## src/rtl/div_unit.sv

```systemverilog
// Iterative restoring divider for RV32M DIV/DIVU/REM/REMU.
// One quotient bit per clock; divide-by-zero and signed overflow resolve in one cycle.
module div_unit #(
    parameter int unsigned WIDTH = 32
) (
    input  logic             clk,
    input  logic             rst_n,
    input  logic             start,
    input  logic [1:0]       op,
    input  logic [WIDTH-1:0] A,
    input  logic [WIDTH-1:0] B,
    input  logic             kill,
    output logic             busy,
    output logic             done,
    output logic [WIDTH-1:0] result
);

    localparam int unsigned CW = $clog2(WIDTH);
    localparam logic [WIDTH-1:0] MIN_NEG = {1'b1, {(WIDTH-1){1'b0}}};

    typedef enum logic [1:0] {S_IDLE, S_CALC, S_FIX, S_DONE} state_e;

    state_e           state_q, state_d;
    logic [WIDTH:0]   rem_q, rem_d;
    logic [WIDTH-1:0] quo_q, quo_d;
    logic [WIDTH-1:0] div_q, div_d;
    logic [WIDTH-1:0] result_q, result_d;
    logic [CW-1:0]    cnt_q, cnt_d;
    logic             rem_sel_q, rem_sel_d;
    logic             q_neg_q, q_neg_d;
    logic             r_neg_q, r_neg_d;

    logic             signed_op;
    logic             a_neg, b_neg;
    logic [WIDTH-1:0] a_mag, b_mag;
    logic [WIDTH:0]   rem_sh;
    logic [WIDTH:0]   rem_sub;

    // Operand conditioning: signed ops divide magnitudes and fix signs at the end
    always_comb begin
        signed_op = ~op[0];
        a_neg     = signed_op & A[WIDTH-1];
        b_neg     = signed_op & B[WIDTH-1];
        a_mag     = a_neg ? (WIDTH'(0) - A) : A;
        b_mag     = b_neg ? (WIDTH'(0) - B) : B;
        rem_sh    = {rem_q[WIDTH-1:0], quo_q[WIDTH-1]};
        rem_sub   = rem_sh - {1'b0, div_q};
    end

    always_ff @(posedge clk or negedge rst_n) begin
        if (!rst_n) begin
            state_q   <= S_IDLE;
            rem_q     <= '0;
            quo_q     <= '0;
            div_q     <= '0;
            result_q  <= '0;
            cnt_q     <= '0;
            rem_sel_q <= 1'b0;
            q_neg_q   <= 1'b0;
            r_neg_q   <= 1'b0;
        end else begin
            state_q   <= state_d;
            rem_q     <= rem_d;
            quo_q     <= quo_d;
            div_q     <= div_d;
            result_q  <= result_d;
            cnt_q     <= cnt_d;
            rem_sel_q <= rem_sel_d;
            q_neg_q   <= q_neg_d;
            r_neg_q   <= r_neg_d;
        end
    end

    always_comb begin
        state_d   = state_q;
        rem_d     = rem_q;
        quo_d     = quo_q;
        div_d     = div_q;
        result_d  = result_q;
        cnt_d     = cnt_q;
        rem_sel_d = rem_sel_q;
        q_neg_d   = q_neg_q;
        r_neg_d   = r_neg_q;

        unique case (state_q)
            S_IDLE: begin
                if (start && !kill) begin
                    rem_sel_d = op[1];
                    cnt_d     = '0;
                    if (B == '0) begin
                        result_d = op[1] ? A : '1;
                        state_d  = S_DONE;
                    end else if (signed_op && (A == MIN_NEG) && (B == '1)) begin
                        result_d = op[1] ? '0 : MIN_NEG;
                        state_d  = S_DONE;
                    end else begin
                        rem_d   = '0;
                        quo_d   = a_mag;
                        div_d   = b_mag;
                        q_neg_d = a_neg ^ b_neg;
                        r_neg_d = a_neg;
                        state_d = S_CALC;
                    end
                end
            end
            S_CALC: begin
                if (kill) begin
                    state_d = S_IDLE;
                end else begin
                    // Remainder is one bit wider so the shifted value never overflows the compare
                    if (rem_sh >= {1'b0, div_q}) begin
                        rem_d = rem_sub;
                        quo_d = {quo_q[WIDTH-2:0], 1'b1};
                    end else begin
                        rem_d = rem_sh;
                        quo_d = {quo_q[WIDTH-2:0], 1'b0};
                    end
                    cnt_d = cnt_q + CW'(1);
                    if (cnt_q == CW'(WIDTH-1)) begin
                        state_d = S_FIX;
                    end
                end
            end
            S_FIX: begin
                if (kill) begin
                    state_d = S_IDLE;
                end else begin
                    if (rem_sel_q) begin
                        result_d = r_neg_q ? (WIDTH'(0) - rem_q[WIDTH-1:0]) : rem_q[WIDTH-1:0];
                    end else begin
                        result_d = q_neg_q ? (WIDTH'(0) - quo_q) : quo_q;
                    end
                    state_d = S_DONE;
                end
            end
            S_DONE: begin
                state_d = S_IDLE;
            end
            default: begin
                state_d = S_IDLE;
            end
        endcase
    end

    assign busy   = (state_q != S_IDLE);
    assign done   = (state_q == S_DONE);
    assign result = result_q;

endmodule

```

## config.mk

```make
export PLATFORM = sky130hd
export DESIGN_NAME = div_unit
export DESIGN_NICKNAME = d
export VERILOG_FILES = /design/src/rtl/div_unit.sv
export SDC_FILE = /design/constraint.sdc
export NUM_CORES = 1
export LEC_CHECK = 0
export CAP_MARGIN = 20
export CORE_MARGIN = 2
export CORE_UTILIZATION = 24
export CTS_CLUSTER_SIZE = 30
export DETAILED_ROUTE_END_ITERATION = 8
export GPL_ROUTABILITY_DRIVEN = 0
export PLACE_DENSITY = 0.52
export SLEW_MARGIN = 40
export SYNTH_ARGS = -nofsm -noshare
export SYNTH_HDL_FRONTEND = slang
export SYNTH_SLANG_ARGS = --single-unit
```

## constraint.sdc

```tcl
create_clock -name clk -period 6.85 [get_ports clk]
set_clock_uncertainty 0.15 [all_clocks]
set_input_delay 1.37 -clock clk [delete_from_list [all_inputs] [get_ports clk]]
set_output_delay 1.37 -clock clk [all_outputs]
set_load 0.01 [all_outputs]
```

[After elaboration in Yosys (flattened, before gate mapping)]
Index checks and enable logic that the tools add are counted.
Cells by class
  add/subtract/negate cells: 6
  $lt $le $gt $ge: 1
  equality and inequality tests: 13
  multiplexer cells: 34
  bitwise operators: 6
  reduce and logical (&&, ||, !) cells: 15
Operators with widths (count)
  32-bit two-way mux: 20
  32-bit one-hot mux with 2 select lines: 3
  1-bit by 32-bit subtractor with 32-bit output (first input constant): 4
  32-bit equality test (second input constant): 2
  33-bit by 32-bit greater-or-equal comparator with 1-bit output: 1
  32-bit zero test: 1
  32-bit subtractor: 1
  2-bit two-way mux: 6
  5-bit two-way mux: 2
  2-bit != test (second input constant): 5
  5-bit one-hot mux with 2 select lines: 1
  2-bit one-hot mux with 4 select lines: 1
  4-bit AND reduction: 2
  3-bit != test (second input constant): 2
  2-bit nonzero test: 3
  5-bit by 1-bit adder with 5-bit output (second input constant): 1
  5-bit equality test (second input constant): 1
  5-bit AND reduction: 1
  2-bit equality test (second input constant): 2
  2-bit AND reduction: 2
  1-bit logical AND: 3
  1-bit inverter: 3
  3-bit AND reduction: 1
  1-bit AND: 2
  other kinds (5): 5
Storage, ports and cells
  flip-flop bits (word level): 138
  input port bits: 70
  output and inout bits: 34
  logic and storage cells: 84

[Longest topological paths before layout]
  depth after elaboration: 7
  gate-level depth with buffers: 13

[Least setup slack after synthesis]
No wires, ideal clock.
  path kind: input-to-reg
  from: input A[20]
  to: register div_q[10]
  setup time: 0.117 ns
  data arrival time: 3.657 ns
  required time: 6.583 ns
  setup slack: 2.926 ns
  stages on the path: 11
  buffers on the path: 3
  path through: or4_4 or4_4 or4_4 o221ai_2 a211o_1 buf_4 nor2_2 buf_6 buf_6 nand2_2 o21ai_2
Between the ends
  cells in the longest elaborated chain, start to end: 5
RTL lines
  start, declared: line 10  | input logic [WIDTH-1:0] A,
  32-bit equality test: line 93  | end else if (signed_op && (A == MIN_NEG) && (B == '1)) begin
  1-bit logical AND (2 in a row): line 93
  1-bit inverter (no source line)
  4-bit AND reduction (no source line)
  end signal, assigned: line 65  | div_q <= div_d;
  end, declared: line 26  | logic [WIDTH-1:0] div_q, div_d;
No other way between the ends.
A chain may end at the register's enable or synchronous reset.

[Worst setup path in the final report]
  from: input A[2]
  to: register quo_q[3]
Between the ends
  cells in the longest elaborated chain, start to end: 6
RTL lines
  1-bit by 32-bit subtractor with 32-bit output: line 44  | a_mag = a_neg ? (WIDTH'(0) - A) : A;
  32-bit two-way mux: line 44
  32-bit two-way mux: line 93
  32-bit two-way mux: line 90  | if (B == '0) begin
  32-bit two-way mux: line 87  | if (start && !kill) begin
  32-bit one-hot mux with 2 select lines: line 85  | unique case (state_q)
  end signal, assigned: line 64  | quo_q <= quo_d;
  end, declared: line 25  | logic [WIDTH-1:0] quo_q, quo_d;
Several ways; a longest one is shown, not always the timed one. The select of a mux whose other input is x is not followed.

==> results.md <==
- Outcome: finished, final reports clean
- Critical Path Slowest Stage Cell: buf_4
- Tmin final: 4.80 ns
- Largest net degree at the start of global routing: between 80 and 90
- Htree depth: 4
- Initial antenna violation count: 0
- Ports: roughly 100
- Yosys cell types: between 70 and 80
- Area Growth Syn to Fin: 19.5%
- Type of origin of the critical path: input port
- Min-Delay Path Class: reg2reg
- Sum Neg Setup Slack: 0 ns
- Drt pass-1 iters: 5
- Fraction of registers with async set or reset after synthesis: 100%
- CP required: 6.99 ns
- Fmax achieved: 0.208 GHz
- Post-CTS Setup Bufs: 0
- Max-slew violations: 0
- Avg Inst Size Synth: between 7 and 8 um2
- Power per cell area: between 300 and 400 mW/mm2
- Nets: about 1600
- Placed Cells incl. Taps: ~2100
- Layout Cells excl Fill: between 2000 and 2500
- # rows: 79
- Detailed placement HPWL: between 20000 and 30000 um
- Final worst setup slack: approximately 2.1 ns
- Final setup vio count: 0
- Max_slew headroom: a little under half
- Core area: between 0.04 and 0.05 mm2
- Largest area contributor in the netlist: dfrtp_1
- Final hold violation count: 0
- DR WL/cell: 17.4 um
- Root Buffer: clkbuf_16
- IO Port Bufs: between 100 and 150
- Remaining global-route overflow: 0
- Number of gates resized after cts: 0
- Hold-fix buffers, CTS: 0
- Worst-path clk slew: 0.06 ns
- DRT Wirelength: approximately 37000 um
- Final ANT Viol Nets: 0
- Flops & latches, synth: ~140
- Worst endpoint data arrival time: ~4.9 ns
- Top cell type's share of synthesized area: approximately 31%
- Synth top cells by count: nand2_1, o21ai_0, dfrtp_1
- Seq/Total Area, Yosys: a little under a third
- Initial DRC count: around 900
- Most frequent cell after synthesis: nand2_1
- Inserted Diodes: 0
- Vias in the first global route: 10200
- DP Worst Slack: between 1.5 and 2 ns
- Sequence of cells on the critical path: clkdlybuf4s50_1 -> or4_1 -> or2_2 -> or4_4 -> o221ai_2 -> a211o_2 -> buf_4 -> o21ai_0
- First-pass GRT wire length: between 50000 and 60000 um
- Die H: 220 um
- Die W: ~220 um
- Share of cells above drive strength 1: approximately 7.8%
- Die Area: 0.0485 mm2
- LEAKAGE: about 5.4 nW
- Period utilization: ~70%
- CP Class: in2reg
- Worst vdd ir: between 0.15 and 0.2 mV
- Max incr delay on CP: 0.64 ns
- Nature of the critical path endpoint: flop
- CTS buffer count: 17
- Post-Syn Instances: ~1400
- Top_reg_cell synth: dfrtp_1
- Worst-skew pair later-pin latency: ~0.44 ns
- Drc violations: 0
- Maxcap violations: 0
- Routed vias: around 11000
- CTS tree: yes
- Critical path fanouts, max: 75
- RSZ-0062 raised after global routing: false
- Vias per cell: between 4 and 5
- Post-synthesis cell area: approximately 0.011 mm2
- Max clock buf depth: 2
- Starting Density: about a quarter
- Synth area leaders: dfrtp_1, o21ai_0, nand2_1
- Worst-margin pin slew: 0.808 ns
- Total GRT Usage: 15.3%
- Clock sink count: between 100 and 150
- Synth Warn #: 0
- Post-synth EDFFs: 0
- Syn nets: between 1500 and 2000
- Final Core Density: 28.9%
power breakdown:
part	switching (mW)	total, mW	leakage, nW	internal, mW
logic	1.47	2.49	3.34	1.02
clock network	0.383	0.934	0.278	0.552
registers	0.303	1.28	1.78	0.978
total	2.15	4.70	5.40	2.55
logic make-up after synthesis:
kind of cell    count (synthesis)  share of synthesized area, %
compound gates                489                          26.7
buf+inv                       136                          5.53
mux                            13                          1.17
xor+xnor                      138                          10.8
flops                         138                          30.8
simple gates                  479                          20.6
fa+ha+maj                      40                          4.52
layout make-up:
type	instances	area, um2
inverters	57	214
repair buffers	119	1180
well taps	607	759
fillers	4951	32900
clock buffers	20	457
flip-flops and latches	138	3460
multi-input cells	1159	7230
clock inverters	12	124
critical path, delay by kind of cell:
family / cells / cell delay [ns]
and+or+nand+nor: 3 / 1.53
AOI/OAI and AO/OA: 3 / 0.80
buffers and inverters: 2 / 1.16
metrics by stage:
stage                     instance area (um2)  power (mW)  hold WS (ns)
after floorplan                         11200        3.07         0.299
after global placement                  12800        3.72         0.309
after detailed placement                12800        3.74         0.319
after CTS                               13400        4.69         0.333
after global routing                    13400        5.09         0.351
final                                   13400        4.70         0.325
final timing paths:
kind / start / to / slack, ns / cells past startpoint
worst max-delay path: A[2] / quo_q[3]$_DFFE_PN0P_ / 2.05 / 8
worst min-delay path: result[15]$_DFFE_PN0P_ / result[15]$_DFFE_PN0P_ / 0.33 / 1
worst max register to register: rem_q[7]$_DFFE_PN0P_ / rem_q[29]$_DFFE_PN0P_ / 3.12 / 10
worst min register to register: result[15]$_DFFE_PN0P_ / result[15]$_DFFE_PN0P_ / 0.33 / 1
max in group asynchronous: rst_n / div_q[31]$_DFFE_PN0P_ / 4.57 / 2
min in group asynchronous: rst_n / result[3]$_DFFE_PN0P_ / 0.76 / 1
registers in the layout, summed over array words and instances, names as in the netlist:
register	count
rem_sel_q	1
q_neg_q	1
quo_q	32
state_q	2
cnt_q	5
rem_q	32
result	32
div_q	32
r_neg_q	1
layer usage:
metal	global-route usage, %	wire [um]	vias up
li1	-	-	5235
met2	23.9	16300	289
met5	0	0	-
met3	2.05	1720	43
met4	4.47	765	0
met1	21.8	18000	4952
cell usage in the layout, fill, tap and decap left out, types with 18 or more instances in the layout:
cell and n:
o21ai_0 154, a21oi_1 132, ha_1 39, o21ai_2 18, nand2_1 180, nor2_1 106, inv_1 57, o31ai_1 21
nor3_1 21, clkdlybuf4s50_1 102, or3_1 31, a21o_1 18, xnor2_1 73, o21ai_1 29, xor2_1 65, dfrtp_1 136
(Power assumes the default switching activity.)
